$ cat src/rtl/ntt_mlkem_masked_mult_sched_if.sv
// Bundle between the masked-multiplier issue scheduler and its surroundings
// (two requesters, PRNG, pipelined multiplier, NTT controller).
//   master : drives requests, randomness status, multiplier result, flush/zeroize
//   slave  : the scheduler; drives readies, operand registers, responses, status
interface ntt_mlkem_masked_mult_sched_if #(
    parameter int WIDTH        = 24,
    parameter int MULT_LATENCY = 8,
    parameter int TAG_W        = 8
);
    localparam int CNT_W = $clog2(MULT_LATENCY + 2);

    logic                      zeroize;

    logic                      req0_valid;
    logic                      req0_ready;
    logic [1:0][WIDTH-1:0]     req0_u;
    logic [1:0][WIDTH-1:0]     req0_v;
    logic [TAG_W-1:0]          req0_tag;

    logic                      req1_valid;
    logic                      req1_ready;
    logic [1:0][WIDTH-1:0]     req1_u;
    logic [1:0][WIDTH-1:0]     req1_v;
    logic [TAG_W-1:0]          req1_tag;

    logic                      rnd_valid;
    logic                      rnd_consume;

    logic [1:0][WIDTH-1:0]     mult_u;
    logic [1:0][WIDTH-1:0]     mult_v;
    logic [1:0][WIDTH-1:0]     mult_res;

    logic                      rsp0_valid;
    logic                      rsp1_valid;
    logic [TAG_W-1:0]          rsp_tag;
    logic [1:0][WIDTH-1:0]     rsp_res;

    logic                      flush_req;
    logic                      flush_done;
    logic                      busy;
    logic [CNT_W-1:0]          inflight;

    modport master (
        output zeroize,
        output req0_valid, req0_u, req0_v, req0_tag,
        input  req0_ready,
        output req1_valid, req1_u, req1_v, req1_tag,
        input  req1_ready,
        output rnd_valid,
        input  rnd_consume,
        input  mult_u, mult_v,
        output mult_res,
        input  rsp0_valid, rsp1_valid, rsp_tag, rsp_res,
        output flush_req,
        input  flush_done, busy, inflight
    );

    modport slave (
        input  zeroize,
        input  req0_valid, req0_u, req0_v, req0_tag,
        output req0_ready,
        input  req1_valid, req1_u, req1_v, req1_tag,
        output req1_ready,
        input  rnd_valid,
        output rnd_consume,
        output mult_u, mult_v,
        input  mult_res,
        output rsp0_valid, rsp1_valid, rsp_tag, rsp_res,
        input  flush_req,
        output flush_done, busy, inflight
    );
endinterface

$ cat src/rtl/ntt_mlkem_masked_mult_sched.sv
// Issue scheduler for the two-share masked ML-KEM multiplier.
// Round-robin arbitrates the BFU (req0) and pointwise (req1) paths onto one
// fixed-latency multiplier, issues only when fresh randomness is present,
// tracks owner/tag through a shadow pipe and returns results to the owner.
// Ports:
//   clk, reset_n : clock, asynchronous active-low reset
//   bus (slave)  : requests/readies, randomness, multiplier operands/result,
//                  responses, flush handshake, zeroize, busy/inflight status
module ntt_mlkem_masked_mult_sched #(
    parameter int WIDTH        = 24,
    parameter int MULT_LATENCY = 8,
    parameter int TAG_W        = 8
) (
    input  logic                           clk,
    input  logic                           reset_n,
    ntt_mlkem_masked_mult_sched_if.slave   bus
);
    localparam int CNT_W = $clog2(MULT_LATENCY + 2);
    localparam int LAST  = MULT_LATENCY;

    typedef enum logic [1:0] {IDLE, ACTIVE, DRAIN} state_t;

    state_t                     state;
    logic                       last_grant;
    logic [LAST:0]              vld_pipe;
    logic [LAST:0]              own_pipe;
    logic [LAST:0][TAG_W-1:0]   tag_pipe;
    logic [CNT_W-1:0]           inflight_q;
    logic [1:0][WIDTH-1:0]      mult_u_q;
    logic [1:0][WIDTH-1:0]      mult_v_q;
    logic                       flush_done_q;

    logic                       issue;
    logic                       grant;
    logic                       retire;
    logic                       drain_empty;
    logic [TAG_W-1:0]           sel_tag;
    logic [1:0][WIDTH-1:0]      sel_u;
    logic [1:0][WIDTH-1:0]      sel_v;
    logic [CNT_W-1:0]           inc;
    logic [CNT_W-1:0]           dec;

    always_comb begin
        // reset_n is folded in so readies stay low while reset is held,
        // even with requests and randomness present.
        issue = reset_n & ~bus.zeroize & bus.rnd_valid & (state != DRAIN)
              & (bus.req0_valid | bus.req1_valid);
        // Requester 1 wins when alone, or when both ask and 0 won last time.
        grant   = bus.req1_valid & (~bus.req0_valid | ~last_grant);
        sel_tag = grant ? bus.req1_tag : bus.req0_tag;
        sel_u   = grant ? bus.req1_u   : bus.req0_u;
        sel_v   = grant ? bus.req1_v   : bus.req0_v;
        retire  = vld_pipe[LAST];
        inc     = {{(CNT_W-1){1'b0}}, issue};
        dec     = {{(CNT_W-1){1'b0}}, retire};
        // Counter will be zero next cycle (no issue is possible in DRAIN);
        // looking ahead one cycle keeps the flush_done latency bounded.
        drain_empty = (inflight_q == '0)
                    | ((inflight_q == CNT_W'(1)) & retire);
    end

    assign bus.req0_ready  = issue & ~grant;
    assign bus.req1_ready  = issue &  grant;
    assign bus.rnd_consume = issue;
    assign bus.mult_u      = mult_u_q;
    assign bus.mult_v      = mult_v_q;
    // Results of operations killed by zeroize in this same cycle are dropped.
    assign bus.rsp0_valid  = retire & ~own_pipe[LAST] & ~bus.zeroize;
    assign bus.rsp1_valid  = retire &  own_pipe[LAST] & ~bus.zeroize;
    assign bus.rsp_tag     = tag_pipe[LAST];
    assign bus.rsp_res     = bus.mult_res;
    assign bus.flush_done  = flush_done_q;
    assign bus.busy        = (inflight_q != '0) | (state == DRAIN);
    assign bus.inflight    = inflight_q;

    always_ff @(posedge clk or negedge reset_n) begin
        if (!reset_n) begin
            state        <= IDLE;
            last_grant   <= 1'b1;
            vld_pipe     <= '0;
            own_pipe     <= '0;
            tag_pipe     <= '0;
            inflight_q   <= '0;
            mult_u_q     <= '0;
            mult_v_q     <= '0;
            flush_done_q <= 1'b0;
        end else if (bus.zeroize) begin
            state        <= IDLE;
            last_grant   <= 1'b1;
            vld_pipe     <= '0;
            own_pipe     <= '0;
            tag_pipe     <= '0;
            inflight_q   <= '0;
            mult_u_q     <= '0;
            mult_v_q     <= '0;
            flush_done_q <= 1'b0;
        end else begin
            // Shadow pipe mirrors the multiplier: stage 0 lines up with the
            // operand registers, stage LAST with mult_res.
            vld_pipe   <= {vld_pipe[LAST-1:0], issue};
            own_pipe   <= {own_pipe[LAST-1:0], issue & grant};
            tag_pipe   <= {tag_pipe[LAST-1:0], issue ? sel_tag : {TAG_W{1'b0}}};
            // Zero shares on idle cycles so no share is presented twice.
            mult_u_q   <= issue ? sel_u : '0;
            mult_v_q   <= issue ? sel_v : '0;
            if (issue)
                last_grant <= grant;
            inflight_q   <= inflight_q + inc - dec;
            flush_done_q <= 1'b0;

            case (state)
                IDLE: begin
                    if (bus.flush_req)  state <= DRAIN;
                    else if (issue)     state <= ACTIVE;
                end
                ACTIVE: begin
                    if (bus.flush_req)               state <= DRAIN;
                    else if (!issue && drain_empty)  state <= IDLE;
                end
                DRAIN: begin
                    if (drain_empty) begin
                        state        <= IDLE;
                        flush_done_q <= 1'b1;
                    end
                end
                default: state <= IDLE;
            endcase
        end
    end
endmodule
$ cat src/flat_wrapper.sv
// flat-port wrapper written by rule: the top's interface ports become plain ports
module ntt_mlkem_masked_mult_sched_flat 
#(
    parameter int WIDTH        = 24,
    parameter int MULT_LATENCY = 8,
    parameter int TAG_W        = 8
)
  (clk, reset_n, bus_zeroize, bus_req0_valid, bus_req0_u, bus_req0_v, bus_req0_tag, bus_req0_ready, bus_req1_valid, bus_req1_u, bus_req1_v, bus_req1_tag, bus_req1_ready, bus_rnd_valid, bus_rnd_consume, bus_mult_u, bus_mult_v, bus_mult_res, bus_rsp0_valid, bus_rsp1_valid, bus_rsp_tag, bus_rsp_res, bus_flush_req, bus_flush_done, bus_busy, bus_inflight);
  ntt_mlkem_masked_mult_sched_if #(.WIDTH(WIDTH), .MULT_LATENCY(MULT_LATENCY), .TAG_W(TAG_W)) bus_i ();
  input  logic clk;
  input  logic reset_n;
  input wire logic [$bits(bus_i.zeroize)-1:0] bus_zeroize;
  input wire logic [$bits(bus_i.req0_valid)-1:0] bus_req0_valid;
  input wire logic [$bits(bus_i.req0_u)-1:0] bus_req0_u;
  input wire logic [$bits(bus_i.req0_v)-1:0] bus_req0_v;
  input wire logic [$bits(bus_i.req0_tag)-1:0] bus_req0_tag;
  output wire logic [$bits(bus_i.req0_ready)-1:0] bus_req0_ready;
  input wire logic [$bits(bus_i.req1_valid)-1:0] bus_req1_valid;
  input wire logic [$bits(bus_i.req1_u)-1:0] bus_req1_u;
  input wire logic [$bits(bus_i.req1_v)-1:0] bus_req1_v;
  input wire logic [$bits(bus_i.req1_tag)-1:0] bus_req1_tag;
  output wire logic [$bits(bus_i.req1_ready)-1:0] bus_req1_ready;
  input wire logic [$bits(bus_i.rnd_valid)-1:0] bus_rnd_valid;
  output wire logic [$bits(bus_i.rnd_consume)-1:0] bus_rnd_consume;
  output wire logic [$bits(bus_i.mult_u)-1:0] bus_mult_u;
  output wire logic [$bits(bus_i.mult_v)-1:0] bus_mult_v;
  input wire logic [$bits(bus_i.mult_res)-1:0] bus_mult_res;
  output wire logic [$bits(bus_i.rsp0_valid)-1:0] bus_rsp0_valid;
  output wire logic [$bits(bus_i.rsp1_valid)-1:0] bus_rsp1_valid;
  output wire logic [$bits(bus_i.rsp_tag)-1:0] bus_rsp_tag;
  output wire logic [$bits(bus_i.rsp_res)-1:0] bus_rsp_res;
  input wire logic [$bits(bus_i.flush_req)-1:0] bus_flush_req;
  output wire logic [$bits(bus_i.flush_done)-1:0] bus_flush_done;
  output wire logic [$bits(bus_i.busy)-1:0] bus_busy;
  output wire logic [$bits(bus_i.inflight)-1:0] bus_inflight;
  assign bus_i.zeroize = bus_zeroize;
  assign bus_i.req0_valid = bus_req0_valid;
  assign bus_i.req0_u = bus_req0_u;
  assign bus_i.req0_v = bus_req0_v;
  assign bus_i.req0_tag = bus_req0_tag;
  assign bus_req0_ready = bus_i.req0_ready;
  assign bus_i.req1_valid = bus_req1_valid;
  assign bus_i.req1_u = bus_req1_u;
  assign bus_i.req1_v = bus_req1_v;
  assign bus_i.req1_tag = bus_req1_tag;
  assign bus_req1_ready = bus_i.req1_ready;
  assign bus_i.rnd_valid = bus_rnd_valid;
  assign bus_rnd_consume = bus_i.rnd_consume;
  assign bus_mult_u = bus_i.mult_u;
  assign bus_mult_v = bus_i.mult_v;
  assign bus_i.mult_res = bus_mult_res;
  assign bus_rsp0_valid = bus_i.rsp0_valid;
  assign bus_rsp1_valid = bus_i.rsp1_valid;
  assign bus_rsp_tag = bus_i.rsp_tag;
  assign bus_rsp_res = bus_i.rsp_res;
  assign bus_i.flush_req = bus_flush_req;
  assign bus_flush_done = bus_i.flush_done;
  assign bus_busy = bus_i.busy;
  assign bus_inflight = bus_i.inflight;
  ntt_mlkem_masked_mult_sched #(.WIDTH(WIDTH), .MULT_LATENCY(MULT_LATENCY), .TAG_W(TAG_W)) u_core (.clk(clk), .reset_n(reset_n), .bus(bus_i));
endmodule
$ cat config.mk
export PLATFORM = sky130hd
export DESIGN_NAME = ntt_mlkem_masked_mult_sched_flat
export DESIGN_NICKNAME = d
export VERILOG_FILES = /design/src/rtl/ntt_mlkem_masked_mult_sched_if.sv /design/src/rtl/ntt_mlkem_masked_mult_sched.sv /design/src/flat_wrapper.sv
export SDC_FILE = /design/constraint.sdc
export NUM_CORES = 1
export LEC_CHECK = 0
export ABC_AREA = 1
export BUFFER_PORTS_ARGS = -buffer_cell sky130_fd_sc_hd__clkbuf_2
export CAP_MARGIN = 20
export CORE_AREA = 4 4 162 164
export DETAILED_ROUTE_END_ITERATION = 7
export DIE_AREA = 0 0 166 168
export GPL_ROUTABILITY_DRIVEN = 0
export PLACE_DENSITY = 0.74
export SYNTH_ARGS = -nofsm -noshare
export SYNTH_HDL_FRONTEND = slang
export SYNTH_SLANG_ARGS = --single-unit
$ cat constraint.sdc
create_clock -name clk -period 2.1 [get_ports clk]
set_input_delay 0.21 -clock clk [delete_from_list [all_inputs] [get_ports clk]]
set_output_delay 0.21 -clock clk [all_outputs]
set_load 0.03 [all_outputs]
* Word-level counts from Yosys, hierarchy flattened
Index checks and enable logic that the tools add are counted.
** Word-level totals
- Register bits after elaboration :: 194
- Input bits :: 263
- Output and inout bits :: 163
- Word-level logic and storage cells :: 80
** Cells by class
- $add $sub $neg :: 2
- Equal/unequal tests :: 7
- Muxes and demuxes :: 24
- Bitwise gates (word level) :: 21
- Reduce and logical (&&, ||, !) cells :: 7
** Operator list (count)
- 48-bit 2-to-1 mux :: 6
- 72-bit 2-to-1 mux :: 1
- 9-bit 2-to-1 mux :: 2
- 8-bit 2-to-1 mux :: 2
- 1-bit bitwise AND :: 12
- 2-bit 2-to-1 mux :: 6
- 4-bit by 3-bit inequality test with 1-bit output, second input constant :: 2
- 2-bit case mux with 3 select lines :: 1
- 1-bit 2-to-1 mux :: 5
- 1-bit NOT :: 5
- 4-bit by 1-bit adder with 4-bit output :: 1
- 4-bit by 1-bit == test with 1-bit output, second input constant :: 1
- 4-bit logical NOT :: 1
- 4-bit 2-to-1 mux :: 1
- 1-bit bitwise OR :: 4
- 4-bit nonzero test :: 1
- 4-bit by 1-bit subtractor with 4-bit output :: 1
- 3-bit by 2-bit inequality test with 1-bit output, second input constant :: 1
- 3-bit AND reduction :: 1
- 2-bit by 1-bit == test with 1-bit output, second input constant :: 1
- 2-bit == test, second input constant :: 1
- 2-bit logical NOT :: 1
- 2-bit inequality test, second input constant :: 1
- 2-bit nonzero test :: 1
- 2 further kinds :: 2

* Depth between registers and ports, before layout
Gate-level depths: netlist of run 1.
- Word-level depth :: 11
- Gate-level depth with buffers :: 13
- Gate-level depth less buffers :: 12

* Worst setup path before layout of run 1
Ideal clock, no wire load.
- Path kind :: flip-flop to flip-flop
- Start :: register u_core.state[0]
- End :: register u_core.inflight_q[2], in the netlist u_core.bus.inflight[2]
- Setup time :: 0.132 ns
- Data arrival time :: 2.015 ns
- Required time :: 1.968 ns
- Slack :: -0.047 ns
- Cell stages (with the launch flop) :: 13
- Path buffers :: 1
- Clock period less this slack :: 2.147 ns
- Cells stage by stage :: dfrtp_1 > inv_2 > nand2_1 > nand2_1 > nor2_4 > buf_6 > inv_1 > ha_1 > inv_1 > ha_1 > fa_1 > xnor2_1 > nor2_1
** On the way
- Longest elaborated chain between the ends :: 6
** Ends and longest elaborated chain
- start, declared :: RTL line ntt_mlkem_masked_mult_sched.sv:23 : state_t state;
- start signal, assigned :: RTL line ntt_mlkem_masked_mult_sched.sv:78 : state <= IDLE;
- start signal, assigned :: RTL line ntt_mlkem_masked_mult_sched.sv:88 : state <= IDLE;
- start signal, assigned :: RTL line ntt_mlkem_masked_mult_sched.sv:113 : if (bus.flush_req) state <= DRAIN;
- 2-bit inequality test :: RTL line ntt_mlkem_masked_mult_sched.sv:46 : issue = reset_n & ~bus.zeroize & bus.rnd_valid & (state != DRAIN)
- 1-bit bitwise AND :: RTL line ntt_mlkem_masked_mult_sched.sv:46
- 1-bit bitwise AND :: RTL line ntt_mlkem_masked_mult_sched.sv:47 : & (bus.req0_valid | bus.req1_valid);
- 4-bit by 1-bit adder with 4-bit output :: RTL line ntt_mlkem_masked_mult_sched.sv:108 : inflight_q <= inflight_q + inc - dec;
- 4-bit by 1-bit subtractor with 4-bit output :: RTL line ntt_mlkem_masked_mult_sched.sv:108
- 4-bit 2-to-1 mux :: RTL line ntt_mlkem_masked_mult_sched.sv:87 : end else if (bus.zeroize) begin
- end signal, assigned :: RTL line ntt_mlkem_masked_mult_sched.sv:108
- end, declared :: RTL line ntt_mlkem_masked_mult_sched.sv:28 : logic [CNT_W-1:0] inflight_q;
No other way between the ends.
A chain may end at the register's enable or synchronous reset.

* Worst setup path in the final report of run 1
- Start :: register u_core.state[1]
- End :: register u_core.inflight_q[1], in the netlist u_core.bus.inflight[1]
Same word-level chain as after synthesis.

==> flow_summary.yaml, run 1 <==
sta:
  tightest_slew_ns: 1.05
  relSlewSlack_pct: 29.9
  fmax_ghz: 0.497
  fin_crit_sh_pct: 95.9
  fin_worst_skew_ns: 0.0169
  setup_viol: 0
  hold_violations: 0
  fin_crit_ns: 2.01
  slew_violations: 0
  fin_setup_tns_ns: 0
  rsz0062_at_grt: "false"
floorplanning:
  die_y_um: 168
  core_um2: 24900
  die_w_um: 166
  dieArea_um2: 27900
  std_cell_rows: 58
  start_util_pct: 33.7
  top_level_ports: 426
clock_tree:
  htreeDepth: 4
  cts_tree: "built"
  clock-sinks: 194
  path_clk_slew_ns: 0.09
  clock_path_buffers: 2
  cts_buffers: 17
  clk_latency_ns: 0.44
  clock-root-buffer: "clkbuf_16"
worst_setup_path:
  start_kind: "register"
  required_ns: 2.46
  cp.arrival_ns: 2.37
  cpMaxStageDelayCell: "fa_2"
  cp_cell_sequence: "nand2_4 > nand2_4 > nor2_4 > inv_2 > ha_1 > inv_1 > ha_4 > fa_2 > inv_1 > nor2_1"
  cp_max_fo: 4
  end_kind: "register"
  max_stage_delay_ns: 0.53
  worstSetupPathType: "reg -> reg"
pwr:
  finalPower_uw: 8180
  ir_worst_vdd_v: 0.000416
  power_leakage_uw: 0.00699
  power_density_nw_per_um2: 757
global_routing:
  grt-ovfl-total: 0
  grt_max_degree: 131
  grt_antenna_before_repair: 0
  grt_usage_pct: 15.0
  grt_pass1_wl_um: 33900
  grt_pass1_vias: 6829
logic_synthesis:
  avgSynthCellArea_um2: 8.07
  ys_ff_latch: 194
  ys_warn_count: 0
  syn-cell-area_um2: 8390
  synth_area_leaders: "dfrtp_1, nand2_1, inv_1, buf_4, nor2_1"
  synth_top_cell_by_area: "dfrtp_1"
  synth_top_area_share_pct: 57.5
  seq_area_frac_synth_pct: 57.8
  syn_inst: 1040
  syn-num-nets: 1309
  ys_types: 21
drt:
  drt-pass1-iter-count: 6
  dr_total_vias: 6995
  vias_per_cell: 4.22
  drt-initial-drc-count: 419
  totalWireLength_um: 22300
  drtAntennaViolNets: 0
  wire_per_inst_um: 13.4
  drc: 0
outcome:
  outcome: "completed"
layout:
  utilization_pct: 43.4
  syn2layout_area_growth_pct: 28.8
  nets: 1584
  drive_gt1_share_pct: 30.0
  diodes: 0
placement:
  hpwlAfterDp_um: 15400
  portBuffers: 329
worst_hold_path:
  min-delay-path-class: "in -> reg"
flow_run:
  maxCapViolCount: 0
-- cells in the mapped netlist, drive strengths merged --
| library cell | count |
|---|---|
| buf | 85 |
| dfstp | 1 |
| ha | 5 |
| dfrtp | 193 |
| o21ai | 2 |
| fa | 1 |
| nor2 | 93 |
| inv | 204 |
| nand2 | 429 |
| xnor2 | 1 |
| clkbuf | 14 |
| nand3 | 7 |
| nor3 | 2 |
| a21oi | 3 |
-- placed cells by master (no fill, tap or decap), types with 2 or more instances in the layout --
cell | Yosys | final
inv_16 | 0 | 2
inv_6 | 0 | 3
inv_1 | 201 | 200
inv_12 | 0 | 5
nand3_1 | 6 | 6
clkbuf_16 | 0 | 19
nor2_1 | 92 | 92
clkbuf_2 | 0 | 327
dfrtp_1 | 193 | 193
o21ai_0 | 2 | 2
nand2_1 | 429 | 427
clkinv_8 | 0 | 4
inv_2 | 3 | 3
buf_6 | 2 | 2
buf_12 | 0 | 2
a21oi_1 | 2 | 2
ha_1 | 5 | 4
buf_4 | 57 | 18
nor3_1 | 2 | 2
nand2_4 | 0 | 2
-- metrics by stage --
step / std cells / area (µm²) / setup WS (ns) / hold slack (ns)
finish: 1658 / 10800 / 0.0865 / 0.0398
global route: 1658 / 10800 / 0.00209 / 0.0405
CTS: 1652 / 10700 / 0.00910 / 0.0200
detailed placement: 1617 / 9990 / 0.0658 / 0.420
global placement: 1617 / 9990 / 0.124 / 0.405
floorplan: 1040 / 8400 / 0.00352 / -0.0856
-- power breakdown --
| part | switching [µW] | internal (µW) |
|---|---|---|
| sequential | 20.1 | 3790 |
| combinational | 590 | 338 |
| clock | 1750 | 1690 |
| total | 2360 | 5820 |
-- worst max-delay path, delay by kind of cell (launching register included) --
kind / cells / cell delay [ns]
adder cells (fa/ha/maj): 3 / 0.96
buffers and inverters: 3 / 0.16
flip-flops: 1 / 0.42
AND/OR/NAND/NOR: 4 / 0.41
-- timing repair --
| item | in CTS | in global routing |
|---|---|---|
| buffers inserted | 1 | 4 |
| pin swaps | 1 | 3 |
| endpoints found under the hold margin | 129 | 0 |
| endpoints found under the setup margin | 2 | 67 |
| cloned | 1 | 3 |
| resized for setup | 3 | 9 |
| hold buffers | 1 | 0 |
-- area by class of cell --
class                      count  area, µm²
tap                          330        413
timing repair buffer         355       1950
clock buffer                  17        425
multi-input combinational    543       2180
fill                        2479      14100
clock inverter                15        221
sequential                   194       4860
inverter                     204        767
-- state kept, by name, summed over array words and instances, names as in the netlist --
register / count
u_core.own_pipe: 9
u_core.last_grant: 1
u_core.vld_pipe: 9
u_core.bus.flush_done: 1
u_core.tag_pipe: 64
u_core.bus.mult_v: 48
u_core.bus.mult_u: 48
u_core.bus.inflight: 4
u_core.bus.rsp_tag: 8
u_core.state: 2
-- path summary, 6_finish.rpt --
check                                              start                          endpoint  slack, ns  cells after the start
setup / recovery             u_core.state[1]$_DFFE_PN0P_  u_core.bus.inflight[1]$_DFF_PN0_       0.09                     10
hold / removal                            bus_req0_u[33]   u_core.bus.mult_u[33]$_DFF_PN0_       0.04                      5
setup reg to reg             u_core.state[1]$_DFFE_PN0P_  u_core.bus.inflight[1]$_DFF_PN0_       0.09                     10
hold reg to reg            u_core.tag_pipe[22]$_DFF_PN0_     u_core.tag_pipe[30]$_DFF_PN0_       0.45                      2
max in group asynchronous                        reset_n   u_core.bus.mult_v[44]$_DFF_PN0_       0.74                      3
min in group asynchronous                        reset_n   u_core.bus.rsp_tag[3]$_DFF_PN0_       0.56                      3
-- logic make-up (layout without fill, tap and decap cells) --
logic type	count (synthesis)	after routing	share of synthesized area (%)
buffers and inverters	303	591	16.6
adders and majority gates	6	6	0.984
xor gates and xnor gates	1	1	0.104
and+or+nand+nor	531	531	24.0
AOI/OAI and AO/OA	5	5	0.432
DFF	194	194	57.8
-- layer usage --
layer | global-route usage [%] | wire length, µm
met1 | 17.9 | 8830
met2 | 24.6 | 10600
met3 | 6.29 | 2280
met4 | 5.24 | 576
met5 | 0 | 0
No activity file was read; power rests on OpenSTA's default activity.
==> run 2: changes to the inputs <==
--- a/config.mk
+++ b/config.mk
@@ -12,7 +12,6 @@
 export DETAILED_ROUTE_END_ITERATION = 7
 export DIE_AREA = 0 0 166 168
 export GPL_ROUTABILITY_DRIVEN = 0
-export PLACE_DENSITY = 0.74
 export SYNTH_ARGS = -nofsm -noshare
 export SYNTH_HDL_FRONTEND = slang
 export SYNTH_SLANG_ARGS = --single-unit
==> run 2 against run 1 <==
- sequential power barely moved
- non-clock buffer count fell by 12
- combinational power fell by 5.5%
- largest power group unchanged
- register-to-register slack hardly changed
- critical path depth increased by 1
- global-route usage down 0.053 points
- sequential share of layout area rose by 0.85 points
- via count fell by 5.8%
- clock power decreased by 9.9%
==> flow_summary.yaml, run 2 (same netlist as run 1, synthesis figures left out) <==
worst_setup_path:
  r2r-start: "u_core.state[0]$_DFFE_PN0P_"
  end_kind: "register"
  cp.arrival_ns: 2.30
  critPathCapture: "u_core.bus.inflight[2]$_DFF_PN0_"
  worstSetupPathType: "in -> reg"
  r2r_slack_ns: 0.09
  required_ns: 2.38
  rr_worst_depth: 11
  r2r-end: "u_core.bus.inflight[2]$_DFF_PN0_"
  crit_path_start: "reset_n"
  start_kind: "input pin"
  cp_max_fo: 4
clock_tree:
  clk_latency_ns: 0.42
  clock-root-buffer: "clkbuf_16"
  path_clk_slew_ns: 0.07
  clock_path_buffers: 2
  cts_tree: "built"
  clock-sinks: 194
  cts_buffers: 17
  htreeDepth: 4
placement:
  hpwlAfterDp_um: 16000
  portBuffers: 329
  dp_worst_setup_slack_ns: 0.0623
global_routing:
  grt_pass1_wl_um: 33300
  grt_usage_pct: 15.0
  grt_pass1_vias: 6301
  grt_max_degree: 133
  grt-ovfl-total: 0
  grt_antenna_before_repair: 1
layout:
  drive_gt1_share_pct: 29.3
  syn2layout_area_growth_pct: 26.4
  final_common_cell: "nand2_1"
  layout_common_cells: "nand2_1, clkbuf_2, inv_1, dfrtp_1, nor2_1"
  nets: 1572
  regMostFlops: "u_core.tag_pipe"
  utilization_pct: 42.6
  fill_cells: 2549
  largest_reg_flops: 64
worst_hold_path:
  hp-start: "bus_flush_req"
  min-delay-path-class: "in -> reg"
flow_run:
  maxCapViolCount: 0
drt:
  wire_per_inst_um: 13.1
  drt-initial-drc-count: 311
  dr_total_vias: 6591
  drc: 0
  vias_per_cell: 4.00
  totalWireLength_um: 21500
  drtAntennaViolNets: 0
  drt-pass1-iter-count: 5
sta:
  fin_crit_ns: 2.02
  hold_violations: 0
  setup_viol: 0
  tightest_slew_ns: 0.863
  fin_worst_skew_ns: 0.00710
  relSlewSlack_pct: 42.5
  fmax_ghz: 0.494
  worst_slack_ns: 0.0752
  slew_violations: 0
  fin_crit_sh_pct: 96.4
pwr:
  power_density_nw_per_um2: 734
  power_leakage_uw: 0.00689
  ir_worst_vdd_v: 0.000368
  finalPower_uw: 7790
floorplanning:
  core_um2: 24900
  die_y_um: 168
  start_util_pct: 33.7
  dieArea_um2: 27900
  top_level_ports: 426
  std_cell_rows: 58
  die_w_um: 166
outcome:
  outcome: "completed"
[run 2: changes by cell type in the layout (fill, tap and decap cells not counted), moves of 2 or more]
| cell | previous run | this run |
|---|---|---|
| buf_4 | 18 | 8 |
| inv_8 | 0 | 4 |
| buf_12 | 2 | 4 |
| clkinv_2 | 1 | 4 |
| clkinvlp_4 | 0 | 2 |
| clkinv_8 | 4 | 1 |
| inv_16 | 2 | 0 |
| inv_12 | 5 | 0 |
[run 2: repair_timing]
action	CTS	global route
pin swaps	1	2
buffers inserted	0	2
hold endpoints to repair	131	0
setup endpoints to repair	2	4
gates resized for setup	3	5
gates cloned	0	1
hold buffers	1	0
[run 2: how the worst min path moves through the flow]
stage | to | slack [ns] | cells after the start
after floorplan | u_core.bus.flush_done$_DFF_PN0_ | -0.09 | 0
after global placement | u_core.bus.rsp_tag[4]$_DFF_PN0_ | 0.41 | 2
after detailed placement | u_core.bus.rsp_tag[4]$_DFF_PN0_ | 0.40 | 2
after CTS | u_core.state[1]$_DFFE_PN0P_ | 0.02 | 3
after global routing | u_core.bus.mult_v[10]$_DFF_PN0_ | 0.05 | 5
final | u_core.state[1]$_DFFE_PN0P_ | 0.05 | 3
[run 2: power by group]
group,internal [µW],switching (µW),total [µW]
combinational,318,559,877
clock,1600,1500,3100
sequential,3790,20.2,3810
[run 2: per-layer routing]
| layer | up-vias | part of all wire [%] | track usage, % |
|---|---|---|---|
| li1 | 3382 | - | - |
| met1 | 2947 | 41 | 18.0 |
| met2 | 240 | 48 | 24.9 |
| met3 | 22 | 9.0 | 6.32 |
| met4 | 0 | 1.6 | 4.20 |
| met5 | - | 0 | 0 |
[run 2: critical path, cell delays in order]
cell and delay [ns]:
dlygate4sd3_1 0.54, clkbuf_8 0.15, nand3_2 0.12, nor2_4 0.15
inv_1 0.07, ha_1 0.27, inv_1 0.06, ha_4 0.16
fa_2 0.35, xnor2_1 0.16, nor2_1 0.05
[run 2: area by class of cell]
type                       count  area [µm²]  area share, %
sequential                   194        4860           45.8
multi-input combinational    543        2170           20.4
timing repair buffer         343        1840           17.3
inverter                     204         767           7.23
clock buffer                  18         439           4.14
tap                          330         413           3.89
clock inverter                14         126           1.19
antenna                        1        2.50         0.0236
[run 2: metrics by stage]
step / hold slack [ns] / cell area, µm² / TNS (ns) / instances
6_report: 0.0524 / 10600 / 0 / 1647
5_1_grt: 0.0525 / 10600 / -0.0303 / 1647
4_1_cts: 0.0238 / 10500 / 0 / 1643
3_5_place_dp: 0.405 / 9960 / 0 / 1610
3_3_place_gp: 0.408 / 9960 / 0 / 1610
2_1_floorplan: -0.0856 / 8400 / 0 / 1040
==> run 3: changes to the inputs <==
--- a/config.mk
+++ b/config.mk
@@ -12,6 +12,8 @@
 export DETAILED_ROUTE_END_ITERATION = 7
 export DIE_AREA = 0 0 166 168
 export GPL_ROUTABILITY_DRIVEN = 0
+export HOLD_SLACK_MARGIN = 0.06
+export MAX_ROUTING_LAYER = met4
 export SYNTH_ARGS = -nofsm -noshare
 export SYNTH_HDL_FRONTEND = slang
 export SYNTH_SLANG_ARGS = --single-unit
==> constraint.sdc (replaced) <==
create_clock -name clk -period 2.05 [get_ports clk]
set_input_delay 0.205 -clock clk [delete_from_list [all_inputs] [get_ports clk]]
set_output_delay 0.205 -clock clk [all_outputs]
set_load 0.03 [all_outputs]
==> run 3 against run 2 <==
- via count is 12% higher
- cell count is 7.9% higher
- sequential share of layout area is 5.5 points lower
- non-clock buffer count is 131 higher
- core utilization is 5.8 points higher
- worst hold slack better by 0.031 ns
- highest routed layer unchanged
==> flow_summary.yaml, run 3 (same netlist as run 1, synthesis figures left out) <==
worst_setup_path:
  r2r_slack_ns: 0.09
  r2r-end: "u_core.bus.inflight[2]$_DFF_PN0_"
  end_kind: "output port"
  worstSetupPathType: "reg -> out"
  r2r-start: "u_core.state[1]$_DFFE_PN0P_"
  required_ns: 1.85
  crit_path_start: "u_core.state[1]$_DFFE_PN0P_"
  cp_cell_sequence: "nand2_4 > nand2_4 > nor2_4 > clkbuf_16 > nand2_1 > inv_1 > buf_2"
  start_kind: "register"
  cp_max_fo: 27
  cpMaxStageDelayCell: "dfrtp_1"
  rr_worst_depth: 10
  cp_common_cell: "nand2_4"
  critPathCapture: "bus_req1_ready"
  max_stage_delay_ns: 0.41
  cp.arrival_ns: 1.76
global_routing:
  grt-ovfl-total: 0
  grt_pass1_wl_um: 37700
  grt_antenna_before_repair: 1
  grt_pass1_vias: 7495
  grt_max_degree: 153
  grt_usage_pct: 17.3
layout:
  utilization_pct: 48.4
  fill_cells: 2358
  layout_common_cells: "nand2_1, clkbuf_2, inv_1, dfrtp_1, dlygate4sd3_1"
  syn2layout_area_growth_pct: 43.6
  diodes: 0
  regMostFlops: "u_core.tag_pipe"
  drive_gt1_share_pct: 27.3
  final_common_cell: "nand2_1"
  nets: 1703
  multi_input_area_um2: 2190
  largest_reg_flops: 64
  final-seq-area_um2: 4860
flow_run:
  maxCapViolCount: 0
clock_tree:
  cts_buffers: 17
  path_clk_slew_ns: 0.07
  clock_path_buffers: 2
  clock-sinks: 194
  clock-root-buffer: "clkbuf_16"
  htreeDepth: 4
  clk_latency_ns: 0.43
  cts_tree: "built"
sta:
  hold_violations: 0
  fin_worst_skew_ns: 0.0194
  worst_slack_ns: 0.0890
  tightest_slew_ns: 0.880
  setup_viol: 0
  worst_hold_slack_ns: 0.0831
  relSlewSlack_pct: 41.3
  fmax_ghz: 0.510
  fin_crit_sh_pct: 95.7
  fin_crit_ns: 1.96
  rsz0062_at_grt: "true"
  slew_violations: 0
drt:
  totalWireLength_um: 24300
  drt-initial-drc-count: 485
  drt-pass1-iter-count: 5
  drc: 0
  drtAntennaViolNets: 0
  dr_total_vias: 7410
  wire_per_inst_um: 13.7
  vias_per_cell: 4.17
pwr:
  internal_power_uw: 6090
  power_density_nw_per_um2: 702
  p_sw_share_pct: 28.0
  power_leakage_uw: 0.00749
  power.switching_uw: 2370
  ir_worst_vdd_v: 0.000379
  power_frac_comb_pct: 13.8
  seqPwrFrac_pct: 46.1
  pwr-share-clk_pct: 40.1
floorplanning:
  std_cell_rows: 58
  start_util_pct: 33.7
  core_um2: 24900
  dieArea_um2: 27900
  die_w_um: 166
  top_level_ports: 426
  die_y_um: 168
placement:
  portBuffers: 329
  dp_worst_setup_slack_ns: 0.0167
  hpwlAfterDp_um: 15800
worst_hold_path:
  min-delay-path-class: "in -> reg"
outcome:
  outcome: "completed"
run 3: through the flow:
step                instances  cell area (µm²)  total power (µW)  TNS [ns]
detailed placement       1609             9960              4880         0
global placement         1609             9960              4870         0
floorplan                1040             8400              4610         0
finish                   1777            12100              8460         0
CTS                      1769            11900              8550         0
global route             1777            12100              8910   -0.0478
run 3: repair_timing:
item	in CTS	in global routing
hold endpoints to repair	225	0
hold buffers	126	0
cloned	1	3
resized for setup	2	15
setup endpoints to repair	2	22
buffers inserted	1	5
pin swaps	1	7
run 3: how the worst min path moves through the flow:
stage / startpoint / end / slack (ns) / depth (start not counted)
5_1_grt: bus_req0_u[29] / u_core.bus.mult_u[29]$_DFF_PN0_ / 0.07 / 5
6_report: bus_req0_v[35] / u_core.bus.mult_v[35]$_DFF_PN0_ / 0.08 / 5
4_1_cts: bus_req0_v[35] / u_core.bus.mult_v[35]$_DFF_PN0_ / 0.06 / 5
2_1_floorplan: reset_n / u_core.bus.flush_done$_DFF_PN0_ / -0.09 / 0
3_5_place_dp: bus_mult_res[18] / bus_rsp_res[18] / 0.41 / 0
3_3_place_gp: bus_mult_res[18] / bus_rsp_res[18] / 0.41 / 0
run 3: layout make-up:
class,instances,area share (%)
clock inverters,15,1.67
well taps,330,3.43
flip-flops and latches,194,40.3
clock buffers,17,3.53
repair buffers,474,26.5
inverters,204,6.36
multi-input cells,543,18.2
run 3: power groups by stage:
stage                     combinational [µW]  clock [µW]  sequential (µW)
after detailed placement                 901           0             3980
after global placement                   896           0             3980
after CTS                               1120        3520             3900
after global routing                    1290        3710             3910
final                                   1170        3390             3900
after floorplan                          535           0             4080
run 3: critical path: cells and delay by family, from the launching register on:
kind          cells  cell delay, ns
flops             1            0.41
simple gates      4            0.44
buf+inv           3            0.47
run 3: routing by layer:
metal / vias to the layer above / share of wire (%) / global-route usage [%]
met2: 344 / 49 / 28.4
met5: - / 0 / -
met4: 0 / 2.4 / 5.24
met3: 47 / 8.8 / 6.27
li1: 3649 / - / -
met1: 3370 / 40 / 20.2
